**src/rtl/kernel_invoker.sv**
```systemverilog
// Host-side invoker for a dataflow kernel wrapper: issues one two-argument
// invocation, collects out0/end, and returns a single (possibly timed-out) response.
module kernel_invoker #(
  parameter int unsigned DATA_W         = 64,
  parameter int unsigned TIMEOUT_CYCLES = 1024,
  parameter int unsigned CNT_W          = 32
) (
  input  logic              clk,
  input  logic              rst,
  input  logic              req_valid,
  output logic              req_ready,
  input  logic [DATA_W-1:0] req_arg0,
  input  logic [DATA_W-1:0] req_arg1,
  output logic [DATA_W-1:0] k_arg0,
  output logic              k_arg0_valid,
  input  logic              k_arg0_ready,
  output logic [DATA_W-1:0] k_arg1,
  output logic              k_arg1_valid,
  input  logic              k_arg1_ready,
  output logic              k_start_valid,
  input  logic              k_start_ready,
  input  logic [DATA_W-1:0] k_out0,
  input  logic              k_out0_valid,
  output logic              k_out0_ready,
  input  logic              k_end_valid,
  output logic              k_end_ready,
  output logic              rsp_valid,
  input  logic              rsp_ready,
  output logic [DATA_W-1:0] rsp_data,
  output logic              rsp_timeout,
  output logic              halted,
  output logic [CNT_W-1:0]  invoc_count
);

  typedef enum logic [1:0] {IDLE, RUN, RESP, HALT} state_t;

  state_t            state;
  logic [DATA_W-1:0] result;
  logic [31:0]       watchdog;

  logic a0_done, a1_done, st_done, o_done, e_done;
  logic o_fire, complete, expire;

  // The per-channel valid/ready registers double as the inverted done flags,
  // so a channel counts as done if already finished or handshaking this cycle.
  always_comb begin
    a0_done  = !k_arg0_valid  || k_arg0_ready;
    a1_done  = !k_arg1_valid  || k_arg1_ready;
    st_done  = !k_start_valid || k_start_ready;
    o_done   = !k_out0_ready  || k_out0_valid;
    e_done   = !k_end_ready   || k_end_valid;
    o_fire   = k_out0_ready && k_out0_valid;
    complete = a0_done && a1_done && st_done && o_done && e_done;
    expire   = (TIMEOUT_CYCLES != 0) && (watchdog == TIMEOUT_CYCLES - 1);
  end

  always_ff @(posedge clk) begin
    if (rst) begin
      state         <= IDLE;
      req_ready     <= 1'b1;
      k_arg0        <= '0;
      k_arg1        <= '0;
      k_arg0_valid  <= 1'b0;
      k_arg1_valid  <= 1'b0;
      k_start_valid <= 1'b0;
      k_out0_ready  <= 1'b0;
      k_end_ready   <= 1'b0;
      rsp_valid     <= 1'b0;
      rsp_data      <= '0;
      rsp_timeout   <= 1'b0;
      halted        <= 1'b0;
      invoc_count   <= '0;
      result        <= '0;
      watchdog      <= '0;
    end else begin
      case (state)
        IDLE: begin
          if (req_valid) begin
            k_arg0        <= req_arg0;
            k_arg1        <= req_arg1;
            k_arg0_valid  <= 1'b1;
            k_arg1_valid  <= 1'b1;
            k_start_valid <= 1'b1;
            k_out0_ready  <= 1'b1;
            k_end_ready   <= 1'b1;
            watchdog      <= '0;
            req_ready     <= 1'b0;
            state         <= RUN;
          end
        end
        RUN: begin
          watchdog <= watchdog + 32'd1;
          if (k_arg0_ready)  k_arg0_valid  <= 1'b0;
          if (k_arg1_ready)  k_arg1_valid  <= 1'b0;
          if (k_start_ready) k_start_valid <= 1'b0;
          if (k_out0_valid)  k_out0_ready  <= 1'b0;
          if (k_end_valid)   k_end_ready   <= 1'b0;
          if (o_fire) result <= k_out0;
          if (complete) begin
            rsp_valid   <= 1'b1;
            rsp_timeout <= 1'b0;
            rsp_data    <= o_fire ? k_out0 : result;
            state       <= RESP;
          end else if (expire) begin
            k_arg0_valid  <= 1'b0;
            k_arg1_valid  <= 1'b0;
            k_start_valid <= 1'b0;
            k_out0_ready  <= 1'b0;
            k_end_ready   <= 1'b0;
            rsp_valid     <= 1'b1;
            rsp_timeout   <= 1'b1;
            rsp_data      <= '0;
            state         <= RESP;
          end
        end
        RESP: begin
          if (rsp_ready) begin
            rsp_valid   <= 1'b0;
            rsp_timeout <= 1'b0;
            if (rsp_timeout) begin
              halted <= 1'b1;
              state  <= HALT;
            end else begin
              invoc_count <= invoc_count + 1'b1;
              req_ready   <= 1'b1;
              state       <= IDLE;
            end
          end
        end
        HALT: ;
        default: state <= IDLE;
      endcase
    end
  end

endmodule
```
**config.mk**
```make
export PLATFORM = sky130hd
export DESIGN_NAME = kernel_invoker
export DESIGN_NICKNAME = d
export VERILOG_FILES = /design/src/rtl/kernel_invoker.sv
export SDC_FILE = /design/constraint.sdc
export NUM_CORES = 1
export LEC_CHECK = 0
export BUFFER_PORTS_ARGS = -buffer_cell sky130_fd_sc_hd__buf_4
export CAP_MARGIN = 20
export CORE_AREA = 2 2 169 171
export CTS_CLUSTER_DIAMETER = 40
export DETAILED_ROUTE_END_ITERATION = 10
export DIE_AREA = 0 0 171 173
export GPL_ROUTABILITY_DRIVEN = 0
export PLACE_DENSITY = 0.72
export SLEW_MARGIN = 20
export SYNTH_ARGS = -nofsm -noshare
export SYNTH_HDL_FRONTEND = slang
export SYNTH_SLANG_ARGS = --single-unit
```
**constraint.sdc**
```tcl
create_clock -name clk -period 2.7 [get_ports clk]
set_input_delay 0.27 -clock clk [delete_from_list [all_inputs] [get_ports clk]]
set_output_delay 0.27 -clock clk [all_outputs]
set_load 0.005 [all_outputs]
```
* Word-level counts from Yosys, hierarchy flattened
Index checks and enable logic that the tools add are counted.
** Storage, ports and cells
- Bits in registers :: 331
- Bits in latches :: 0
- Memory bits (writable) :: 0
- Bits in read-only memories :: 0
- Output and inout bits :: 233
- Memories :: 0
** Operators by class
- Add/subtract/negate cells :: 2
- Multipliers :: 0
- Divide/modulo/power cells :: 0
- Magnitude comparators :: 0
- Equal/unequal tests :: 7
- Shift-type cells :: 0
- Multiplexer cells :: 42
- Bitwise operators :: 1
- Reduce and logical (&&, ||, !) cells :: 29
** Operators with widths (count)
- $mux 64 :: 3
- $add 32x1->32 const B :: 2
- $pmux 32 s2 :: 1
- $eq 32x10->1 const B :: 1
- $mux 32 :: 1
- $mux 1 :: 23
- $pmux 1 s2 :: 8
- $mux 2 :: 5
- $reduce_and 3->1 :: 3
- $reduce_and 4->1 :: 2
- $reduce_bool 2->1 :: 4
- $ne 2x2->1 const B :: 3
- $pmux 2 s3 :: 1
- $reduce_and 2->1 :: 3
- $logic_and 1x1->1 :: 5
- $logic_not 1->1 :: 5
- $logic_or 1x1->1 :: 5
- $ne 3x3->1 const B :: 1
- $reduce_bool 3->1 :: 1
- $eq 2x1->1 const B :: 1
- $eq 2x2->1 const B :: 1
- $logic_not 2->1 :: 1
- $not 1->1 :: 1

* Longest topological paths before layout
Gate-level depths: netlist of the first run.
- Word-level depth :: 8
- Mapped depth :: 8

* Worst setup path after synthesis of the first run
OpenSTA, ideal clock, no wires.
- Path kind :: reg-to-reg
- Start point :: register watchdog[0]
- End point :: register rsp_data[10]
- Library setup time :: 0.138 ns
- Arrival :: 1.838 ns
- Required time :: 2.562 ns
- Setup slack :: 0.724 ns
- Stages on the path, launching flop included :: 9
- Path buffers :: 2
- Path through :: dfxtp_1 ha_1 nand3_1 or2_2 nor4_4 o21a_1 buf_4 buf_6 o32ai_1
** Between the ends
- Cells in the longest elaborated chain, start to end :: 3
** Ends and longest elaborated chain
- start, declared :: line 39 : logic [31:0] watchdog;
- start signal, assigned :: line 92 : watchdog <= watchdog + 32'd1;
- $eq 32x10->1 :: line 54 : expire = (TIMEOUT_CYCLES != 0) && (watchdog == TIMEOUT_CYCLES - 1);
- $reduce_bool 2->1 (no source line)
- $reduce_and 2->1 (no source line)
- end signal, assigned :: line 102 : rsp_data <= o_fire ? k_out0 : result;
- end, declared :: line 29 : output logic [DATA_W-1:0] rsp_data,
Every way passes these cells.
A chain may end at the register's enable or synchronous reset.

* Worst setup path after layout of the first run
- Start point :: register state[0]
- End point :: register k_arg0[21]
** Between the ends
- Cells in the longest elaborated chain, start to end :: 2
** Ends and longest elaborated chain
- start, declared :: line 37 : state_t state;
- start signal, assigned :: line 59 : state <= IDLE;
- start signal, assigned :: line 88 : state <= RUN;
- start signal, assigned :: line 103 : state <= RESP;
- $logic_not 2->1 :: line 76 : case (state)
- $reduce_and 2->1 (no source line)
- end signal, assigned :: line 79 : k_arg0 <= req_arg0;
- end, declared :: line 14 : output logic [DATA_W-1:0] k_arg0,
Every way passes these cells.

==> results of run 1 <==
logic make-up after synthesis:
group / Yosys count / share of synthesized area
multiplexers: 70 / 0.0548
adder cells (fa/ha/maj): 6 / 0.00585
XOR/XNOR: 59 / 0.0402
AO/OA/AOI/OAI: 286 / 0.133
flip-flops: 331 / 0.516
buffers and inverters: 182 / 0.0572
AND/OR/NAND/NOR: 590 / 0.193
how the worst max path moves through the flow:
stage                     start            to  depth (start not counted)
floorplan           watchdog[0]  rsp_data[10]                          8
global placement       state[0]    k_arg1[55]                          6
detailed placement     state[0]    k_arg1[55]                          6
CTS                    state[0]    k_arg0[49]                          6
global route           state[0]    k_arg0[24]                          6
finish                 state[0]    k_arg0[21]                          6
layer usage:
layer	share of wire	global-route usage	vias to the layer above
met1	0.38	0.335	6266
met5	0	0	-
met3	0.076	0.0806	177
met2	0.49	0.495	541
met4	0.056	0.155	0
li1	-	-	6286
worst min-delay path: cells and delay by family:
family | cells | cell delay (ps)
buf+inv | 1 | 110
simple gates | 1 | 60
compound gates | 1 | 60
sequential cells by signal, summed over array words and instances, names as in the netlist, 2 cells and up:
| signal | count |
|---|---|
| invoc_count | 32 |
| k_arg0 | 64 |
| k_arg1 | 64 |
| result | 64 |
| rsp_data | 64 |
| state | 2 |
| watchdog | 32 |
power breakdown:
part	switching (mW)	internal, mW
sequential	0.278	5.33
combinational	1.71	1.42
clock	2.30	4.35
total	4.30	11.1
layout make-up:
type	count	area, um^2
Antenna cell	3	7.51
Clock buffer	55	1280
Clock inverter	28	442
Fill cell	1988	7690
Inverter	77	289
Multi-Input combinational cell	1011	5520
Sequential cell	331	6630
Tap cell	378	473
Timing Repair Buffer	635	5310
synthesized netlist by cell type (all sizes together) (15+ instances only):
cell type and number:
mux2i 68, nand2 412, buf 15, nand4 34, o32ai 65, inv 77, a21oi 197, nor2 76
dfxtp 331, xor2 49, clkbuf 90, nand3 24
what timing repair did:
item | in CTS | in global routing
hold buffers | 179 | 1
buffers inserted | 0 | 0
endpoints found under the hold margin | 183 | 1
through the flow:
step | power [mW] | cell area, um^2
6_report | 15.4 | 19900
4_1_cts | 15.4 | 19900
3_5_place_dp | 8.52 | 16400
3_3_place_gp | 8.45 | 16400
2_1_floorplan | 7.19 | 12800
5_1_grt | 16.0 | 19900
==> results.md, run 1 <==
* Outcome: completed
* I/O pins at 434
* Initial core utilization at 0.465
* Lkg Pwr at 8.51 nW
* Skew final at 14.5 ps
* Final cell count without fillers at 2,518
* First-pass GRT wire length at 70.3 mm
* Slew @ Worst Pin at 1160 ps
* Area leader, netlist: dfxtp_1
* Routed vias/inst at 5.27
* Fin. max-slew vios at 0
* Worst endpoint data arrival time at 2580 ps
* RSZ-0062 raised after global routing: no
* Total routed wirelength at 44.6 mm
* Layout cell share with drive strength beyond 1 at 0.261
* Die area at 29,600 um^2
* Number of global-route vias before repair at 13,400
* Site Rows at 61
* TritonCTS Buffers at 45
* Reg clk slew, reported paths at 60 ps
* Drt drc at 0
* Largest cells by area after synthesis: dfxtp_1 (52%), nand2_1 (12%), a21oi_1 (7.7%)
* Ys flop type: dfxtp_1
* Syn avg cell area at 8.43 um^2
* Critical Path Start Type: flip-flop
* Yosys top cell area share at 0.516
* Antenna violations before repair at 3
* CP max stage delay at 570 ps
* RR Startpoint: state[0]
* Type of the worst min-delay path: input pin to flip-flop
* Dpl hpwl at 27.1 mm
* Async set or reset register ratio after synthesis at 0
* Max_slew headroom at 0.224
* Worst R2R Setup Slack at 540 ps
* Setup violators final at 0
* Overall Global Routing Usage at 0.293
* FMAX at 0.464 GHz
* Syn_nets at 1,731
* CTS tree: built
* H-tree depth at 2
* Antenna viol nets, final at 0
* Hold Startpoint: k_out0[7]
* Most common cell after layout, fill and taps aside: buf_4
* WL/cell at 17.7 um
* FF-to-FF path depth at 6
* Worst EP required at 3130 ps
* Post-Place Setup Slack at 625 ps
* Initial DRT Pass Iterations at 5
* PwrDens at 772 nW/um^2
* Area Overhead vs Synth at 55.3%
* Synth cell types at 40
* Worst-path fanout max at 65
* Die X at 171 um
* Final hold vios at 0
* Fin crit share at 0.798
* Clock Path Buffers at 3
* CP max-delay cell: and2_4
* #FFs+latches synth at 331
* Total clock sinks at 331
* Core Area at 27,600 um^2
* Dpl cells at 2,252
* Family with the most delay on the worst path: simple AND/OR/NAND/NOR gates
* Fin util at 0.722
* PostCTS Resize Cnt at 0
* CP Buf/Inv Count at 2
* Die height at 173 um
* Overflow left after global routing at 0
* Latest clock arrival within the worst-skew pair at 530 ps
* Layout Nets at 2,308
* Total of max-cap violations at 0
* Number of flops mapped to enable cells by yosys at 0
* Hold Crit Endpoint: result[7]
* Crit path time final at 2160 ps
* Largest net degree at the start of global routing at 219
* YS warnings at 0
* Hold WS at 13.7 ps
* Root Buffer: clkbuf_16
* Sequential area share after synthesis at 0.516
* FF-to-FF End: k_arg0[21]
* Most frequent cells in the layout: buf_4 (447), nand2_1 (410), dfxtp_1 (331)
* Crit end category: flip-flop
* Peak VDD IR at 0.578 mV
* Post-synthesis cell area at 12,800 um^2
* Setup TNS at 0 ps
* Cell Chain, Critical Path: inv_1, ha_1, and2_4, buf_12, nand2_1, a21oi_1
* Cells after Synth at 1,524
* Hold Crit Depth at 3
* Total number of vias at 13,300
* PortBufs at 433
* WS Path Type: flip-flop to flip-flop
* Starting DRT DRC Count at 999
* Worst setup margin at 544 ps
Power figures use the tool's default switching activity.
==> run 2, diff against run 1 <==
==> constraint.sdc (replaced) <==
create_clock -name clk -period 2 [get_ports clk]
set_input_delay 0.2 -clock clk [delete_from_list [all_inputs] [get_ports clk]]
set_output_delay 0.2 -clock clk [all_outputs]
set_load 0.005 [all_outputs]
==> results.md, run 2 (synthesized netlist as in run 1, its figures left out) <==
* Crit end category: flip-flop
* Critical Path Start Type: flip-flop
* PwrDens at 1010 nW/um^2
* Lkg Pwr at 8.69 nW
* Worst endpoint data arrival time at 2330 ps
* Fin util at 0.736
* Outcome: completed
* Layout cell share with drive strength beyond 1 at 0.271
* Core Area at 27,600 um^2
* Overflow left after global routing at 0
* Fin. max-slew vios at 0
* Dpl hpwl at 27.6 mm
* Die height at 173 um
* H-tree depth at 2
* Root Buffer: clkbuf_16
* Worst EP required at 2390 ps
* Slew @ Worst Pin at 819 ps
* Setup violators final at 0
* Setup TNS at 0 ps
* Routed vias/inst at 5.35
* Worst setup margin at 59.5 ps
* First-pass GRT wire length at 71.4 mm
* Initial core utilization at 0.465
* Skew final at 20.8 ps
* Family with the most delay on the worst path: simple AND/OR/NAND/NOR gates
* Die X at 171 um
* CP Buf/Inv Count at 1
* Number of global-route vias before repair at 13,600
* I/O pins at 434
* Antenna violations before repair at 6
* Area Overhead vs Synth at 58.3%
* Clock Path Buffers at 3
* TritonCTS Buffers at 44
* Final hold vios at 0
* Antenna viol nets, final at 0
* Crit path time final at 1940 ps
* Starting DRT DRC Count at 1,029
* WL/cell at 18.4 um
* Latest clock arrival within the worst-skew pair at 530 ps
* CP max-delay cell: nor4_4
* FMAX at 0.515 GHz
* Site Rows at 61
* Drt drc at 0
* CTS tree: built
* WS Path Type: flip-flop to flip-flop
* Most frequent cells in the layout: buf_4 (456), nand2_1 (410), dfxtp_1 (326)
* Largest net degree at the start of global routing at 175
* Worst-path fanout max at 26
* Total routed wirelength at 46.9 mm
* Tot Pwr at 20.6 mW
* Initial DRT Pass Iterations at 8
* Post-Place Setup Slack at 26.4 ps
* Total clock sinks at 331
* Type of the worst min-delay path: input pin to flip-flop
* Max_slew headroom at 0.454
* Overall Global Routing Usage at 0.298
* CP max stage delay at 370 ps
* Reg clk slew, reported paths at 60 ps
* Most common cell after layout, fill and taps aside: buf_4
* Peak VDD IR at 0.778 mV
* Die area at 29,600 um^2
* Fin crit share at 0.970
* Cell Chain, Critical Path: nor4_2, nand4_1, nor4_4, o21a_4, buf_12, o32ai_1
* PortBufs at 433
* Total number of vias at 13,700
* Total of max-cap violations at 0
* Layout Nets at 2,343
==> run 2: repair_timing <==
| item | in CTS | in global routing |
|---|---|---|
| setup endpoints to repair | 0 | 100 |
| resized for setup | 0 | 31 |
| hold endpoints to repair | 257 | 0 |
| setup buffers | 0 | 5 |
| hold buffers | 193 | 0 |
==> run 2: area by class of cell <==
type	instances	area, um^2
fill	1904	7300
timing repair buffer	671	5730
clock buffer	57	1230
clock inverter	22	339
tap	378	473
sequential	331	6630
multi-input combinational	1011	5620
inverter	77	289
antenna	6	15.0
==> run 2: path summary, 6_finish.rpt <==
check / startpoint / to / slack, ps / cells past startpoint
max: watchdog[24] / rsp_data[12] / 60 / 6
min: req_arg1[55] / k_arg1[55] / 30 / 3
max reg2reg: watchdog[24] / rsp_data[12] / 60 / 6
min reg2reg: result[62] / result[62] / 450 / 2
==> run 2: report_power, final <==
group	leakage (nW)	internal [mW]	switching, mW
clock network	0.773	5.39	2.98
registers	2.69	7.20	0.364
logic	5.23	2.15	2.48
==> run 2: tightest hold or removal path, stage by stage <==
cell and delay [ps]:
buf_4 80, nand2_1 100, a21oi_1 140
==> run 2: per-layer routing <==
| layer | vias up | wire length [um] | track usage |
|---|---|---|---|
| met5 | - | 0 | 0 |
| met4 | 0 | 2430 | 0.157 |
| met3 | 182 | 3640 | 0.0760 |
| met2 | 644 | 23100 | 0.508 |
| met1 | 6477 | 17700 | 0.340 |
| li1 | 6356 | - | - |
==> run 2: per-stage QoR <==
step           hold WS (ps)  instances  cell area (um^2)
2_1_floorplan           336       1524             12800
3_3_place_gp            441       2267             16600
3_5_place_dp            447       2267             16600
4_1_cts               0.439       2539             20100
5_1_grt                16.4       2553             20300
6_report               29.2       2553             20300
